## config.mk

```make
export PLATFORM = sky130hd
export DESIGN_NAME = iddr_word_align
export DESIGN_NICKNAME = d
export VERILOG_FILES = /design/src/rtl/iddr_word_align.sv
export SDC_FILE = /design/constraint.sdc
export NUM_CORES = 1
export LEC_CHECK = 0
export CORE_MARGIN = 2
export CORE_UTILIZATION = 40
export CTS_CLUSTER_SIZE = 20
export DETAILED_ROUTE_END_ITERATION = 10
export GPL_TIMING_DRIVEN = 0
export PLACE_DENSITY_LB_ADDON = 0.12
export SKIP_LAST_GASP = 1
export SYNTH_ARGS = -nofsm -noshare
export SYNTH_HDL_FRONTEND = slang
export SYNTH_SLANG_ARGS = --single-unit
```

## constraint.sdc

```tcl
create_clock -name c -period 6.18 [get_ports c]
set_clock_uncertainty 0.15 [all_clocks]
set_input_delay 1.236 -clock c [delete_from_list [all_inputs] [get_ports c]]
set_output_delay 1.236 -clock c [all_outputs]
set_load 0.005 [all_outputs]
```

## src/rtl/iddr_word_align.sv

```systemverilog
// iddr_word_align: assembles DDR bit pairs into W-bit words and bit-slips to lock on a training word.
// Define IDDR_WORD_ALIGN_STATS_EN to add the err_total and relock_cnt statistics outputs.
module iddr_word_align #(
  parameter int W        = 8,
  parameter int LOCK_CNT = 4,
  parameter int ERR_MAX  = 3,
  parameter int SETTLE   = 1
) (
  input  logic                 c,
  input  logic                 rst_n,
  input  logic [1:0]           d,
  input  logic                 train_en,
  input  logic [W-1:0]         pattern,
  input  logic                 realign,
  output logic [W-1:0]         q,
  output logic                 q_valid,
  output logic                 locked,
  output logic [$clog2(W)-1:0] slip
`ifdef IDDR_WORD_ALIGN_STATS_EN
  ,
  output logic [15:0]          err_total,
  output logic [7:0]           relock_cnt
`endif
);

  localparam int SW = $clog2(W);
  localparam int PW = $clog2(W/2);
  localparam logic [PW-1:0] PH_LAST = PW'(W/2-1);
  localparam logic [SW-1:0] SL_LAST = SW'(W-1);
  localparam logic [7:0] LOCK_C = 8'(LOCK_CNT);
  localparam logic [7:0] ERR_C  = 8'(ERR_MAX);
  localparam logic [7:0] SET_C  = 8'(SETTLE);

  typedef enum logic [1:0] {
    HUNT,
    VERIFY,
    LOCKED
  } state_t;

  state_t          st_q, st_d;
  logic [2*W-1:0]  h_q, h_d;
  logic [PW-1:0]   ph_q, ph_d;
  logic [W-1:0]    word_q, word_d;
  logic            vld_q;
  logic            lock_q, lock_d;
  logic [SW-1:0]   slip_q, slip_d, slip_inc;
  logic [7:0]      mcnt_q, mcnt_d;
  logic [7:0]      ecnt_q, ecnt_d;
  logic [7:0]      set_q, set_d;
  logic            strobe, hit, cmp;
  logic            err_hit, drop;
  logic            unused_h;

  // Shift register keeps the earlier bit above the later one.
  assign h_d      = {h_q[2*W-3:0], d[0], d[1]};
  assign strobe   = (ph_q == PH_LAST);
  assign ph_d     = strobe ? '0 : ph_q + PW'(1);
  assign word_d   = h_d[slip_q +: W];
  assign hit      = (word_d == pattern);
  assign cmp      = strobe & train_en & (set_q == 8'd0);
  assign slip_inc = (slip_q == SL_LAST) ? '0 : slip_q + SW'(1);
  assign unused_h = ^{h_q[2*W-1 -: 2], h_d[2*W-1]};

  // Capture history, word phase and the extracted word.
  always_ff @(posedge c or negedge rst_n) begin
    if (!rst_n) begin
      h_q    <= '0;
      ph_q   <= '0;
      word_q <= '0;
      vld_q  <= 1'b0;
    end else begin
      h_q   <= h_d;
      ph_q  <= ph_d;
      vld_q <= strobe;
      if (strobe) word_q <= word_d;
    end
  end

  // Alignment state, slip offset and counters.
  always_ff @(posedge c or negedge rst_n) begin
    if (!rst_n) begin
      st_q   <= HUNT;
      lock_q <= 1'b0;
      slip_q <= '0;
      mcnt_q <= '0;
      ecnt_q <= '0;
      set_q  <= '0;
    end else begin
      st_q   <= st_d;
      lock_q <= lock_d;
      slip_q <= slip_d;
      mcnt_q <= mcnt_d;
      ecnt_q <= ecnt_d;
      set_q  <= set_d;
    end
  end

  // Hunt / verify / locked transitions; realign overrides any compare.
  always_comb begin
    st_d    = st_q;
    lock_d  = lock_q;
    slip_d  = slip_q;
    mcnt_d  = mcnt_q;
    ecnt_d  = ecnt_q;
    set_d   = set_q;
    err_hit = 1'b0;
    drop    = 1'b0;
    if (strobe && train_en && set_q != 8'd0) set_d = set_q - 8'd1;
    if (cmp) begin
      unique case (st_q)
        HUNT: begin
          if (hit) begin
            st_d   = VERIFY;
            mcnt_d = 8'd1;
            if (LOCK_C == 8'd1) begin
              st_d   = LOCKED;
              lock_d = 1'b1;
              mcnt_d = 8'd0;
            end
          end else begin
            slip_d = slip_inc;
            set_d  = SET_C;
          end
        end
        VERIFY: begin
          if (hit) begin
            mcnt_d = mcnt_q + 8'd1;
            if (mcnt_d == LOCK_C) begin
              st_d   = LOCKED;
              lock_d = 1'b1;
              mcnt_d = 8'd0;
            end
          end else begin
            st_d   = HUNT;
            slip_d = slip_inc;
            set_d  = SET_C;
            mcnt_d = 8'd0;
          end
        end
        LOCKED: begin
          if (hit) begin
            ecnt_d = 8'd0;
          end else begin
            err_hit = 1'b1;
            ecnt_d  = ecnt_q + 8'd1;
            if (ecnt_d == ERR_C) begin
              st_d   = HUNT;
              lock_d = 1'b0;
              ecnt_d = 8'd0;
              drop   = 1'b1;
            end
          end
        end
        default: st_d = HUNT;
      endcase
    end
    if (realign) begin
      st_d    = HUNT;
      lock_d  = 1'b0;
      slip_d  = slip_q;
      mcnt_d  = 8'd0;
      ecnt_d  = 8'd0;
      set_d   = 8'd0;
      err_hit = 1'b0;
      drop    = (st_q == LOCKED);
    end
  end

  assign q       = word_q;
  assign q_valid = vld_q;
  assign locked  = lock_q;
  assign slip    = slip_q;

`ifdef IDDR_WORD_ALIGN_STATS_EN
  logic [15:0] et_q;
  logic [7:0]  rc_q;

  // Saturating error and lock-loss statistics.
  always_ff @(posedge c or negedge rst_n) begin
    if (!rst_n) begin
      et_q <= '0;
      rc_q <= '0;
    end else begin
      if (err_hit && et_q != 16'hFFFF) et_q <= et_q + 16'd1;
      if (drop && rc_q != 8'hFF) rc_q <= rc_q + 8'd1;
    end
  end

  assign err_total  = et_q;
  assign relock_cnt = rc_q;
`else
  logic unused_stats;
  assign unused_stats = err_hit ^ drop;
`endif

endmodule
```

======== Word level (Yosys, flattened, before mapping) ========
Cells that the tools add are included.
word-level totals
  logic and storage cells ................. 81
  input port bits ......................... 14
  output and inout port bits .............. 13
  bits in registers ....................... 55
operators by class
  equality and inequality tests ........... 13
  bitwise operators ....................... 4
  reduce and logical (&&, ||, !) cells .... 15
  multiplexer cells ....................... 33
  shift operators ......................... 1
  $add $sub $neg .......................... 5
operators by type and width
  kind                   count
  $mux W8                15
  $add A8 B1 Y8 const B  2
  $mux W2                8
  $pmux W8 S2            1
  $shiftx A16 B4 Y8      1
  $ne A3 B3 Y1 const B   5
  $eq A8 B2 Y1 const B   1
  $eq A8 B3 Y1 const B   1
  $eq A8 B8 Y1           1
  $logic_not A8 Y1       1
  $reduce_bool A8 Y1     1
  $sub A8 B1 Y8 const B  1
  $mux W1                6
  $pmux W2 S3            1
  $reduce_and A6 Y1      1
  $reduce_bool A3 Y1     2
  $reduce_and A5 Y1      1
  $eq A2 B2 Y1 const B   2
  $ne A4 B4 Y1 const B   1
  $reduce_and A4 Y1      1
  $reduce_bool A2 Y1     2
  $add A3 B1 Y3 const B  1
  $eq A3 B3 Y1 const B   1
  $mux W3                1
  10 further kinds       13

======== Depth between registers and ports, before layout ========
  depth in word-level cells ............... 8
  gate-level depth with buffers ........... 9
  gate-level depth less buffers ........... 8

======== Worst setup path before layout ========
No wires, ideal clock.
  path kind ............................... input -> register
  start ................................... in d[1]
  end ..................................... reg mcnt_q[2]
  data arrival time ....................... 2.847 ns
  setup time .............................. 0.126 ns
  stages on the path ...................... 7
  slack ................................... 3.057 ns
  cells stage by stage .................... mux4_2 -> mux2i_1 -> xor2_1 -> nand4_2 -> or2_0 -> buf_6 -> a311o_1
on the way
  word-level cells in the longest chain between the ends .. 6
  elaborated cells between the ends (all ways) .. 8
  those cells by class .................... eq/ne (2); shift (1); mux (4); reduce/logical (1)
ends and longest elaborated chain
  what                  line  RTL
  start, declared       11    input logic [1:0] d,
  $shiftx A16 B4 Y8 *   58    assign word_d = h_d[slip_q +: W];
  $eq A8 B8 Y1 *        59    assign hit = (word_d == pattern);
  $mux W8               126   if (hit) begin
  $pmux W8 S2           110   unique case (st_q)
  $mux W8               109   if (cmp) begin
  $mux W8               157   if (realign) begin
  end signal, assigned  92    mcnt_q <= mcnt_d;
  end, declared         47    logic [7:0] mcnt_q, mcnt_d;
Every way passes the cells marked *; elsewhere a longest branch is shown, timed or not. The select of a mux whose other input is x is not followed.
A chain may end at the register's enable or synchronous reset.

======== Final worst setup path ========
  start ................................... in d[0]
  end ..................................... reg slip_q[1], in the netlist slip[1]
on the way
  word-level cells in the longest chain between the ends .. 4
ends and longest elaborated chain
  what                         line  RTL
  $shiftx A16 B4 Y8            58
  $eq A8 B8 Y1                 59
  $not A1 Y1 (no line)         --
  $reduce_and A4 Y1 (no line)  --
  end signal, assigned         91    slip_q <= slip_d;
  end, declared                46    logic [SW-1:0] slip_q, slip_d, slip_inc;
Every way passes these cells.

==> impl_metrics.json <==
{
  "status": "finished clean",
  "whs_ps": 288,
  "vias": 2329,
  "dr.pass1.iters": 4,
  "final_layout_size_suffix_gt1_frac": 0.0935,
  "p_sw_frac": 0.311,
  "fin_nets": 342,
  "htree_levels": 2,
  "synth_edf_count": 0,
  "synthToLayoutAreaGrowth_pct": 17.3,
  "netlist_top_cells_area": "dfrtp_1 44%, mux4_1 5.1%, mux4_2 4.4%",
  "cts_buffers": 5,
  "rr_worst_depth": 6,
  "dp_slack_ps": 2210,
  "syn-num-nets": 309,
  "grt_setup_unrepaired": "no",
  "synth.distinct_cells": 53,
  "tightest_slew_ps": 1140,
  "yosysMostFrequentCell": "dfrtp_1",
  "routabilityCongestion": 0.799,
  "synth_top_area_share": 0.437,
  "post_drt_via_cell_ratio": 5.51,
  "synthCells": 287,
  "slew_headroom": 0.230,
  "die_area_um2": 8450,
  "yosysSeqAreaShare": 0.437,
  "end_kind": "flop",
  "path_clk_slew_ps": 100,
  "syn-cell-area_um2": 3090,
  "postSynthRegisterBits": 54,
  "hold_viol_final": 0,
  "critPathKind": "in -> reg",
  "cts_tree": "yes",
  "antenna_found_initial": 0,
  "combPwrFrac": 0.379,
  "worstPathRequired_ps": 6230,
  "synth_ff_type": "dfrtp_1",
  "wl_per_cell_um": 15.7,
  "wirelength_mm": 6.62,
  "ant_nets": 0,
  "finalCriticalPeriod_ps": 3610,
  "total_power_mw": 1.18,
  "clk_path_buf_depth": 2,
  "fmax_ghz": 0.277,
  "start_util": 0.406,
  "first_iter_violations": 79,
  "worst_ep_arrival_time_ps": 3660,
  "drc": 0,
  "synth.avg_cell_area_um2": 10.8,
  "power_frac_seq": 0.374,
  "fin_tns_setup_ps": 0,
  "intPower_mw": 0.812,
  "antennaDiodeCount": 0,
  "ys.warnings.count": 0,
  "clock_sinks": 54,
  "cts-root-buf": "clkbuf_8",
  "p_sw_mw": 0.367,
  "fin_ws_ps": 2570,
  "grt_pass1_wl_mm": 11.6,
  "hold_path_class": "reg -> reg",
  "synth-async-reset-ratio": 1.00,
  "pwr-share-clk": 0.247,
  "dp_hpwl_mm": 4.69,
  "yosys-top-cells-count": "54 x dfrtp_1, 23 x nor2_1, 21 x a21oi_1",
  "p_leak_nw": 1.51,
  "worst-path-max-fanout": 5,
  "peakVddDrop_mv": 0.266,
  "synth_largest_area_cell": "dfrtp_1",
  "row_count": 32,
  "die_w_um": 91.9,
  "grt_max_degree": 38,
  "io-pin-count": 27,
  "setup_viol": 0,
  "holdBufCountCts": 0,
  "grt_pass1_vias": 2309,
  "drv_cap": 0,
  "gr-usage-all-layers": 0.172,
  "clk-insertion-delay-late_ps": 310,
  "die_y_um": 91.9,
  "power.density_nw_per_um2": 325,
  "grt.overflow.total": 0,
  "io_buffers": 25,
  "finalCritPeriodShare": 0.585,
  "cts_resized": 0,
  "min_path_cells": 1,
  "core_um2": 7610,
  "finalMaxSlewViolations": 0,
  "start_kind": "primary input",
  "post_cts_buffers": 0
}
[metrics by stage]
stage / instances / util / area, um^2
after CTS: 423 / 0.477 / 3630
after global placement: 414 / 0.456 / 3470
after global routing: 423 / 0.477 / 3630
after floorplan: 287 / - / 3090
after detailed placement: 415 / 0.458 / 3480
final: 423 / 0.477 / 3630
[path summary, 6_finish.rpt]
check                                   startpoint               endpoint  slack [ps]
max in group asynchronous                    rst_n    slip[1]$_DFFE_PN0P_        4620
worst max register to register  set_q[0]$_DFF_PN0_     set_q[4]$_DFF_PN0_        2980
worst min-delay path             ph_q[0]$_DFF_PN0_      ph_q[0]$_DFF_PN0_         290
worst max-delay path                          d[0]    slip[1]$_DFFE_PN0P_        2570
worst min register to register   ph_q[0]$_DFF_PN0_      ph_q[0]$_DFF_PN0_         290
min in group asynchronous                    rst_n  mcnt_q[0]$_DFFE_PN0P_         720
[power groups by stage]
stage	clock network, mW	registers (mW)	logic, mW
floorplan	0	0.444	0.295
global placement	0	0.448	0.448
detailed placement	0	0.449	0.450
CTS	0.301	0.442	0.452
global route	0.314	0.450	0.492
finish	0.290	0.441	0.447
[flip-flops by register name, indices dropped and copies added, names as in the netlist, 2 cells and up]
name	count
st_q	2
set_q	8
h_q	13
slip	3
ecnt_q	8
mcnt_q	8
q	8
ph_q	2
[kinds of logic after synthesis]
logic type / share of synthesized area
AO/OA/AOI/OAI: 0.138
flip-flops: 0.437
multiplexers: 0.135
buffers and inverters: 0.0376
adder cells (fa/ha/maj): 0.0324
XOR/XNOR: 0.0482
AND/OR/NAND/NOR: 0.172
[area by class of cell]
cell class / count / area (um^2)
Buffer: 15 / 93.8
Clock buffer: 6 / 82.6
Clock inverter: 2 / 60.1
Fill cell: 744 / 3980
Inverter: 6 / 22.5
Multi-Input combinational cell: 212 / 1620
Sequential cell: 54 / 1350
Tap cell: 102 / 128
Timing Repair Buffer: 26 / 265
[critical path, stage by stage]
cell	delay, ps
clkdlybuf4s50_1	440
mux4_1	510
mux2i_1	310
xor2_1	220
nand4_2	160
o211ai_1	400
mux2_2	380
[layout by cell type (no fill, tap or decap), types with 7 or more instances in the layout]
| master | n |
|---|---|
| dfrtp_1 | 54 |
| clkdlybuf4s50_1 | 24 |
| nor2_1 | 23 |
| a21oi_1 | 21 |
| nand2_1 | 18 |
| nor3_1 | 14 |
| xor2_1 | 12 |
| nand3_1 | 12 |
| mux2i_1 | 9 |
| o211ai_1 | 8 |
| ha_1 | 8 |
| clkbuf_1 | 7 |
| and3_1 | 7 |
[per-layer routing]
metal  vias up  GRT usage  part of all wire
li1       1149          -                 -
met1      1148      0.245              0.50
met2        25      0.267              0.46
met3         7     0.0312             0.021
met4         0     0.0535             0.013
met5         -          0                 0
(Power assumes the default switching activity.)
